==> config.mk <==
export PLATFORM = sky130hd
export DESIGN_NAME = status_flag_unit_flat
export DESIGN_NICKNAME = d
export VERILOG_FILES = /design/src/rtl/status_flag_unit_pkg.sv /design/src/rtl/status_flag_unit_if.sv /design/src/rtl/flag_shadow_stack.sv /design/src/rtl/status_flag_unit.sv /design/src/flat_wrapper.sv
export SDC_FILE = /design/constraint.sdc
export NUM_CORES = 1
export LEC_CHECK = 0
export ABC_AREA = 1
export CAP_MARGIN = 20
export CORE_MARGIN = 4
export CORE_UTILIZATION = 45
export DETAILED_ROUTE_END_ITERATION = 16
export PLACE_DENSITY = 0.84
export SKIP_LAST_GASP = 1
export SLEW_MARGIN = 40
export SYNTH_ARGS = -nofsm -noshare
export SYNTH_HDL_FRONTEND = slang
export SYNTH_SLANG_ARGS = --single-unit
==> constraint.sdc <==
create_clock -name clk -period 1.8 [get_ports clk]
set_input_delay 0.36 -clock clk [delete_from_list [all_inputs] [get_ports clk]]
set_output_delay 0.36 -clock clk [all_outputs]
set_load 0.005 [all_outputs]
==> src/rtl/status_flag_unit_pkg.sv <==
// Shared types and encodings for the condition-code unit.
package status_flag_unit_pkg;

    typedef logic [2:0] flags_t;

    typedef enum logic [2:0] {
        JT_NONE = 3'b000,
        JT_JZ   = 3'b001,
        JT_JN   = 3'b010,
        JT_JC   = 3'b011,
        JT_JMP  = 3'b100
    } jump_t;

    // Flag bits share their positions in the execute status word.
    localparam int unsigned ST_VALID = 3;
    localparam int unsigned ST_C     = 2;
    localparam int unsigned ST_N     = 1;
    localparam int unsigned ST_Z     = 0;

endpackage

==> src/rtl/status_flag_unit_if.sv <==
// Execute-to-flag-unit signal bundle; master drives the instruction side.
interface status_flag_unit_if;
    import status_flag_unit_pkg::*;

    logic       Stall;
    logic [3:0] newStatus;
    logic       FlagWriteEn;
    logic [2:0] FlagMask;
    logic       SetCarry;
    logic       ClrCarry;
    logic [2:0] JumpType;
    logic       IntSave;
    logic       IntRestore;
    flags_t     Flags;
    logic       TakeBranch;
    logic       FlushQ;
    logic       StackOverflow;
    logic       StackUnderflow;

    modport master (
        output Stall, newStatus, FlagWriteEn, FlagMask, SetCarry, ClrCarry,
               JumpType, IntSave, IntRestore,
        input  Flags, TakeBranch, FlushQ, StackOverflow, StackUnderflow
    );

    modport slave (
        input  Stall, newStatus, FlagWriteEn, FlagMask, SetCarry, ClrCarry,
               JumpType, IntSave, IntRestore,
        output Flags, TakeBranch, FlushQ, StackOverflow, StackUnderflow
    );

endinterface

==> src/rtl/flag_shadow_stack.sv <==
// CCR shadow stack for nested interrupts with sticky overflow/underflow.
module flag_shadow_stack
    import status_flag_unit_pkg::*;
#(
    parameter int unsigned STACK_DEPTH = 2,
    parameter int unsigned PTR_W       = 1
) (
    input  logic   clk,
    input  logic   rst,
    input  logic   stall,
    input  logic   push,
    input  logic   pop,
    input  flags_t pushData,
    output flags_t popData,
    output logic   empty,
    output logic   full,
    output logic   overflow,
    output logic   underflow
);

    // Pointer carries one extra bit so it can reach STACK_DEPTH (full).
    localparam logic [PTR_W:0] ONE       = (PTR_W+1)'(1);
    localparam logic [PTR_W:0] DEPTH_CNT = (PTR_W+1)'(STACK_DEPTH);

    logic [PTR_W:0] ptr;
    logic [PTR_W:0] topIdx;
    flags_t         mem [STACK_DEPTH];
    logic           doPush;
    logic           doPop;

    assign empty   = (ptr == '0);
    assign full    = (ptr == DEPTH_CNT);
    assign topIdx  = ptr - ONE;
    assign popData = mem[topIdx[PTR_W-1:0]];
    // A simultaneous restore wins; the push is silently dropped.
    assign doPush  = push && !pop && !stall;
    assign doPop   = pop && !stall;

    always_ff @(posedge clk or posedge rst) begin
        if (rst) begin
            ptr       <= '0;
            overflow  <= 1'b0;
            underflow <= 1'b0;
            for (int unsigned i = 0; i < STACK_DEPTH; i++) begin
                mem[i] <= '0;
            end
        end else if (doPop) begin
            if (empty) begin
                underflow <= 1'b1;
            end else begin
                ptr <= topIdx;
            end
        end else if (doPush) begin
            if (full) begin
                overflow <= 1'b1;
            end else begin
                mem[ptr[PTR_W-1:0]] <= pushData;
                ptr                 <= ptr + ONE;
            end
        end
    end

endmodule

==> src/rtl/status_flag_unit.sv <==
// Condition-code register: masked ALU merge, carry ops, branch resolve
// against bypassed flags, and interrupt save/restore.
module status_flag_unit
    import status_flag_unit_pkg::*;
#(
    parameter int unsigned STACK_DEPTH = 2,
    parameter int unsigned PTR_W       = 1
) (
    input  logic               clk,
    input  logic               rst,
    status_flag_unit_if.slave  bus
);

    flags_t flagsQ;
    flags_t merged;
    flags_t ef;
    flags_t nextFlags;
    flags_t popData;
    logic   aluWrite;
    logic   condHit;
    logic   takeBranch;
    logic   flushQ;
    logic   stackEmpty;
    logic   stackFull;
    logic   overflow;
    logic   underflow;

    flag_shadow_stack #(
        .STACK_DEPTH (STACK_DEPTH),
        .PTR_W       (PTR_W)
    ) uStack (
        .clk       (clk),
        .rst       (rst),
        .stall     (bus.Stall),
        .push      (bus.IntSave),
        .pop       (bus.IntRestore),
        .pushData  (flagsQ),
        .popData   (popData),
        .empty     (stackEmpty),
        .full      (stackFull),
        .overflow  (overflow),
        .underflow (underflow)
    );

    always_comb begin
        aluWrite = bus.FlagWriteEn && bus.newStatus[ST_VALID];
        for (int unsigned i = 0; i < 3; i++) begin
            merged[i] = bus.FlagMask[i] ? bus.newStatus[i] : flagsQ[i];
        end
        ef = aluWrite ? merged : flagsQ;

        condHit = 1'b0;
        case (bus.JumpType)
            JT_JZ:   condHit = ef[ST_Z];
            JT_JN:   condHit = ef[ST_N];
            JT_JC:   condHit = ef[ST_C];
            JT_JMP:  condHit = 1'b1;
            default: condHit = 1'b0;
        endcase
        takeBranch = condHit && !bus.Stall && !rst;

        // Steps layer in priority order: jump clear, carry ops, restore.
        nextFlags = ef;
        if (takeBranch) begin
            case (bus.JumpType)
                JT_JZ:   nextFlags[ST_Z] = 1'b0;
                JT_JN:   nextFlags[ST_N] = 1'b0;
                JT_JC:   nextFlags[ST_C] = 1'b0;
                default: ;
            endcase
        end
        if (bus.SetCarry) nextFlags[ST_C] = 1'b1;
        if (bus.ClrCarry) nextFlags[ST_C] = 1'b0;
        if (bus.IntRestore && !stackEmpty) nextFlags = popData;
    end

    always_ff @(posedge clk or posedge rst) begin
        if (rst) begin
            flagsQ <= '0;
            flushQ <= 1'b0;
        end else begin
            flushQ <= takeBranch;
            if (!bus.Stall) begin
                flagsQ <= nextFlags;
            end
        end
    end

    assign bus.Flags          = flagsQ;
    assign bus.TakeBranch     = takeBranch;
    assign bus.FlushQ         = flushQ;
    assign bus.StackOverflow  = overflow;
    assign bus.StackUnderflow = underflow;

    logic unusedFull;
    assign unusedFull = stackFull;

endmodule

==> src/flat_wrapper.sv <==
// flat-port wrapper written by rule: the top's interface ports become plain ports
module status_flag_unit_flat import status_flag_unit_pkg::*;
#(
    parameter int unsigned STACK_DEPTH = 2,
    parameter int unsigned PTR_W       = 1
)
  (clk, rst, bus_Stall, bus_newStatus, bus_FlagWriteEn, bus_FlagMask, bus_SetCarry, bus_ClrCarry, bus_JumpType, bus_IntSave, bus_IntRestore, bus_Flags, bus_TakeBranch, bus_FlushQ, bus_StackOverflow, bus_StackUnderflow);
  status_flag_unit_if bus_i ();
  input  logic clk;
  input  logic rst;
  input wire logic [$bits(bus_i.Stall)-1:0] bus_Stall;
  input wire logic [$bits(bus_i.newStatus)-1:0] bus_newStatus;
  input wire logic [$bits(bus_i.FlagWriteEn)-1:0] bus_FlagWriteEn;
  input wire logic [$bits(bus_i.FlagMask)-1:0] bus_FlagMask;
  input wire logic [$bits(bus_i.SetCarry)-1:0] bus_SetCarry;
  input wire logic [$bits(bus_i.ClrCarry)-1:0] bus_ClrCarry;
  input wire logic [$bits(bus_i.JumpType)-1:0] bus_JumpType;
  input wire logic [$bits(bus_i.IntSave)-1:0] bus_IntSave;
  input wire logic [$bits(bus_i.IntRestore)-1:0] bus_IntRestore;
  output wire logic [$bits(bus_i.Flags)-1:0] bus_Flags;
  output wire logic [$bits(bus_i.TakeBranch)-1:0] bus_TakeBranch;
  output wire logic [$bits(bus_i.FlushQ)-1:0] bus_FlushQ;
  output wire logic [$bits(bus_i.StackOverflow)-1:0] bus_StackOverflow;
  output wire logic [$bits(bus_i.StackUnderflow)-1:0] bus_StackUnderflow;
  assign bus_i.Stall = bus_Stall;
  assign bus_i.newStatus = bus_newStatus;
  assign bus_i.FlagWriteEn = bus_FlagWriteEn;
  assign bus_i.FlagMask = bus_FlagMask;
  assign bus_i.SetCarry = bus_SetCarry;
  assign bus_i.ClrCarry = bus_ClrCarry;
  assign bus_i.JumpType = bus_JumpType;
  assign bus_i.IntSave = bus_IntSave;
  assign bus_i.IntRestore = bus_IntRestore;
  assign bus_Flags = bus_i.Flags;
  assign bus_TakeBranch = bus_i.TakeBranch;
  assign bus_FlushQ = bus_i.FlushQ;
  assign bus_StackOverflow = bus_i.StackOverflow;
  assign bus_StackUnderflow = bus_i.StackUnderflow;
  status_flag_unit #(.STACK_DEPTH(STACK_DEPTH), .PTR_W(PTR_W)) u_core (.clk(clk), .rst(rst), .bus(bus_i));
endmodule
==> run metrics, run 1 <==
Initial DRC Count=31; Max-slew headroom=around three quarters; diodes inserted=0; CTS tree=done; Final Core Density=80.9%; Worst VDD drop=0.575 mV; H-tree Lvls=1; worst-case clock buffer depth=2; reg-to-reg endpoint=u_core.bus.FlushQ; Startpoint Class=primary input; Mapped Area=approximately 830 um^2; design area=roughly 0.0014 mm^2; switching part of the total power=37.6%; multiplexer share of the synthesized area=0%; I/O pin cnt=25; Critical Path End=bus_TakeBranch; commonest non-fill, non-tap cells in the layout=buf_4 (27), nand2_1 (21), inv_1 (17); DP Wirelength=between 1500 and 2000 um; adder-cell area share of the yosys netlist=~3%; WL/cell=~15 um; combinational fraction of design power=46.2%; Flop pwr share=37.5%; placed instance area=around 0.0012 mm^2; GPL Wtd Cong=0.829; Synth Area in Compound Gates=roughly 15%; placed cells=roughly 180; antenna violations before repair=0; Core Box Area=about 0.0017 mm^2; Area growth syn-to-layout=69.9%; IO buf count=24; Syn Inst Count=around 120; syn nets=approximately 140; internal power=about 0.9 mW; Final WS setup=-0.0311 ns; fin crit share=102%; first-pass GRT wire length=4350 um; largest net degree at the start of global routing=15; Initial Utilization=a little under half; Final Setup Violations=1; simple-gate share of the synthesized area=approximately 27%; Netlist cell types=17; register area=350 um^2; clock sink count=14; DR vias/cell=between 5 and 6; Setup WS pre-CTS=-0.542 ns; vias in the first global route=about 1000; maximum clock rate=0.546 GHz; max-slew violation count=0; Leak=between 0.7 and 0.8 nW; Clock Skew=0.00107 ns; Final nets=approximately 190; Seq/Total Area, Yosys=a little over two fifths; worst min path class=in2async; drt total wl=between 2000 and 3000 um; r2r startpoint=u_core.bus.Flags[1]; critical path class=in2out; Worst Tran Pin Value=roughly 0.35 ns; Die Ht=just over 50 um; Num CTS Buffers=3; Die ar.=about 0.0026 mm^2; CTS hold repair buffers=0; commonest non-fill, non-tap cell in the layout=buf_4; crit end category=output port; DR pass1 iterations=4; vias post-DR=about 1000; GRT Overall Usage=23.0%; share of cells above drive strength 1=between 30% and 40%; clock-pin transition on the worst setup and hold timing paths=0.08 ns; largest family of logic cells by synthesized area=simple AND/OR/NAND/NOR gates; synthesis warning total=0; required time of the critical path=~1.4 ns; Root Driver=clkbuf_4; Clock Latency Late Sink=~0.28 ns; CP Max Fanout=3; die width=just over 50 um; Post-Synth XOR/XNOR Area=around 2.1%; Antenna Nets Post-Route=0; final hold slack=about 0.46 ns; pwr/cell area=997 mW/mm^2; Multi-input gate area=roughly 480 um^2; max_cap viols=0; Sw Pwr=approximately 0.53 mW; post-route insts no fill=around 200; failing checks=setup timing; Clk pwr share=between 10% and 20%; DRC violations left=0; GR Overflow Total=0; mean post-synth cell area=around 7.1 um^2; Final Hold Vio Count=0; RSZ-0062 raised after global routing=true; r2r worst-path depth=12; # fillers=117; min cycle time layout=1.83 ns; Cell Rows=15; reg-to-reg slack, setup=around 0.010 ns; flops & latches, synth=14; Critical Path AT=1.47 ns; CP startpoint=bus_JumpType[2]; outcome=finished with violations
[synthesized netlist by cell type (all sizes together)]
master  instances  share of area (%)
nand3           9                5.4
xor2            1                1.1
o21ai          14                8.9
nand4           3                2.3
dfrtp          14                 42
ha              2                3.0
o21bai          1               0.90
inv            22                9.9
nand2          29                 13
o21a            2                1.8
xnor2           1                1.1
a31oi           2                1.5
nor2           14                6.3
a21oi           3                2.3
[stage by stage]
| stage | power, mW | setup TNS [ns] |
|---|---|---|
| after floorplan | 0.840 | 0 |
| after global placement | 1.05 | -0.681 |
| after detailed placement | 1.09 | -1.03 |
| after CTS | 1.33 | -0.0565 |
| after global routing | 1.51 | -0.124 |
| final | 1.41 | -0.0311 |
[power by group through the flow]
stage          clock network (mW)  logic, mW  registers [mW]
6_report                    0.229      0.650           0.528
5_1_grt                     0.246      0.717           0.547
4_1_cts                     0.237      0.570           0.528
3_5_place_dp                    0      0.555           0.534
3_3_place_gp                    0      0.526           0.526
2_1_floorplan                   0      0.326           0.514
[how the worst min path moves through the flow]
stage / endpoint / cells past startpoint
after floorplan: u_core.bus.Flags[0] / 1
after global placement: u_core.uStack.underflow / 2
after detailed placement: u_core.uStack.overflow / 1
after CTS: u_core.uStack.underflow / 3
after global routing: u_core.bus.Flags[1] / 3
final: u_core.bus.Flags[0] / 3
[critical path: stages]
cell and delay [ns]:
dlygate4sd2_1 0.25, inv_2 0.09, nand2_2 0.08, nor2_2 0.19
nand3_2 0.15, nand2_4 0.12, o21ai_4 0.06, inv_2 0.07
buf_2 0.11
[state kept, by name, indices dropped and copies added (netlist names)]
register and cells:
u_core.uStack.overflow 1, u_core.uStack.underflow 1, u_core.uStack.mem 6, u_core.uStack.ptr 2
u_core.bus.Flags 3, u_core.bus.FlushQ 1
[per-layer routing]
layer,track usage [%],part of all wire (%)
met2,41.4,53
met5,0,0
met1,23.1,38
met4,20.6,5.6
met3,2.33,4.2
[kinds of logic (layout without fill, tap and decap cells)]
| kind of cell | Yosys count | after routing |
|---|---|---|
| simple gates | 55 | 55 |
| fa+ha+maj | 2 | 2 |
| flops | 14 | 14 |
| buf+inv | 22 | 78 |
| compound gates | 22 | 22 |
| xor+xnor | 2 | 2 |
[area by class of cell]
class | count | share of cell area (%)
well taps | 25 | 2.22
flip-flops and latches | 14 | 24.8
repair buffers | 52 | 30.6
clock buffers | 4 | 2.57
inverters | 22 | 5.85
multi-input cells | 81 | 34.0
[repair_timing]
action | in CTS | in global routing
buffers inserted | 16 | 4
pin swaps | 11 | 11
resized for setup | 18 | 33
endpoints found under the setup margin | 1 | 3
Power figures use the tool's default switching activity.
==> run 2: changes to the inputs <==
- HOLD_SLACK_MARGIN: not set -> 0.02
==> results of run 2 <==
Same layout as run 1: the final DEF is identical, and so are final timing and power.
==> run 3: changes to the inputs <==
- CORE_UTILIZATION: 45 -> 49
- PLACE_DENSITY: 0.84 -> 0.9
- clock period: 1.8 -> 2.2 ns (I/O delays scaled with it)
==> run metrics, run 3 (synthesis results as in run 1) <==
outcome=complete, no violations; DR pass1 iterations=4 (unchanged); I/O pin cnt=25 (unchanged); Buf/Inv on CP=4 (unchanged); GR Overflow Total=0 (unchanged); max reg flops=6 (unchanged); worst-case clock buffer depth=2 (unchanged); Clock Skew=0.00626 ns (+0.00519 ns); Setup TNS=0 ns (+0.0311 ns); critical path class=in2out; max_cap viols=0 (unchanged); maximum clock rate=0.469 GHz; vias post-DR=902 (-11%); antenna violations before repair=0 (unchanged); Leak=0.656 nW (-11%); CP peak stage delay=0.39 ns (+0.14 ns); RSZ-0062 raised after global routing=false; Initial DRC Count=16 (-48%); min cycle time layout=2.13 ns; Final Setup Violations=0 (-1); WL/cell=12.9 um (-14%); Max-slew headroom=71.4% (-5.0 points); placed instance area=0.00115 mm^2 (-1.6%); Die ar.=0.00242 mm^2 (-6.9%); Final Power=1.08 mW (-24%); placed cells=165 (-5.7%); die width=49.2 um (-3.5%); clock-pin transition on the worst setup and hold timing paths=0.09 ns (about the same); H-tree Lvls=1 (unchanged); most flop-heavy register=u_core.uStack.mem; max-slew violation count=0 (unchanged); share of cells above drive strength 1=16.1% (-19 points); Root Driver=clkbuf_4; vias in the first global route=847 (-18%); Final nets=176 (-9.3%); drt total wl=2210 um (-26%); Critical Path AT=1.69 ns (+0.22 ns); design area=0.00122 mm^2 (-13%); DR vias/cell=5.27 (+3.0%); Clock Latency Late Sink=0.28 ns (about the same); crit-path leading delay family=buffers and inverters; Final Hold Vio Count=0 (unchanged); post-route insts no fill=171 (-14%); Startpoint Class=primary input; Cell Rows=14 (-1); Initial Utilization=53.3% (+5.7 points); CTS tree=done; Num CTS Buffers=3 (unchanged); fin crit share=96.9%; clock sink count=14 (unchanged); pwr/cell area=879 mW/mm^2 (-12%); commonest non-fill, non-tap cells in the layout=nand2_1 (25), inv_1 (20), clkdlybuf4s50_1 (15); diodes inserted=0 (unchanged); crit end category=output port; Die Ht=49.2 um (-3.5%); GRT Overall Usage=19.1% (-4.0 points); commonest non-fill, non-tap cell in the layout=nand2_1; Final Core Density=78.5% (-2.4 points); Antenna Nets Post-Route=0 (unchanged); Worst Tran Pin Value=0.428 ns (+0.0773 ns); IO buf count=24 (unchanged); CP Max Fanout=2 (-1); worst min path class=reg2reg; Area growth syn-to-layout=47.3%; DP Wirelength=1690 um (-1.3%); CTS hold repair buffers=0 (unchanged); Cell Chain, Critical Path=clkdlybuf4s50_1 > inv_1 > nand4_1 > nand3_1 > nand2_2 > o21ai_2 > inv_2 > dlygate4sd2_1; GPL Wtd Cong=0.921 (+11%); required time of the critical path=1.76 ns (+0.32 ns); DRC violations left=0 (unchanged); Core Box Area=0.00156 mm^2 (-11%); # fillers=125 (+6.8%); largest net degree at the start of global routing=15 (unchanged); Worst VDD drop=0.466 mV (-19%); first-pass GRT wire length=3520 um (-19%); slowest CP cell=clkdlybuf4s50_1
[run 3: per-stage QoR]
stage	setup WS [ns]	hold WS (ns)
floorplan	0.556	0.337
global placement	-0.218	0.448
detailed placement	-0.283	0.461
CTS	0.00629	0.483
global route	0.00803	0.513
finish	0.0685	0.477
[run 3: path summary, 6_finish.rpt]
path                                              start                      end  slack, ns  cells after the start
worst max-delay path                   bus_newStatus[2]           bus_TakeBranch       0.07                      8
worst min-delay path            u_core.uStack.underflow  u_core.uStack.underflow       0.48                      2
worst max register to register     u_core.uStack.ptr[0]      u_core.bus.Flags[1]       0.47                      6
worst min register to register  u_core.uStack.underflow  u_core.uStack.underflow       0.48                      2
max in group asynchronous                           rst     u_core.uStack.mem[4]       1.50                      3
min in group asynchronous                           rst     u_core.uStack.ptr[0]       0.53                      3
[run 3: power breakdown]
part | total [mW] | internal [mW] | leakage [nW] | switching [mW]
clock | 0.185 | 0.101 | 0.0210 | 0.0847
sequential | 0.439 | 0.360 | 0.166 | 0.0790
combinational | 0.451 | 0.215 | 0.469 | 0.236
total | 1.08 | 0.676 | 0.656 | 0.400
[run 3: routing by layer]
metal | global-route usage [%] | part of all wire, %
met1 | 19.0 | 38
met5 | 0 | 0
met3 | 1.83 | 3.3
met2 | 38.8 | 56
met4 | 7.58 | 1.9
[run 3: timing repair]
item	in CTS	in global routing
pin swaps	1	7
hold endpoints to repair	0	0
gates resized for setup	9	8
setup buffers	0	2
endpoints found under the setup margin	1	1
[run 3: area by class of cell]
type | count | area (um^2) | area share [%]
flip-flops and latches | 14 | 350 | 28.6
multi-input cells | 81 | 415 | 33.9
clock buffers | 4 | 36.3 | 2.97
inverters | 22 | 82.6 | 6.75
well taps | 16 | 20.0 | 1.64
repair buffers | 34 | 319 | 26.1
[run 3: worst reg2reg max path: stages (launching register included)]
cell and delay (ns):
dfrtp_1 0.44, inv_1 0.16, ha_1 0.24, nor2_1 0.36, o21a_1 0.18, o21ai_0 0.08
a31oi_1 0.19
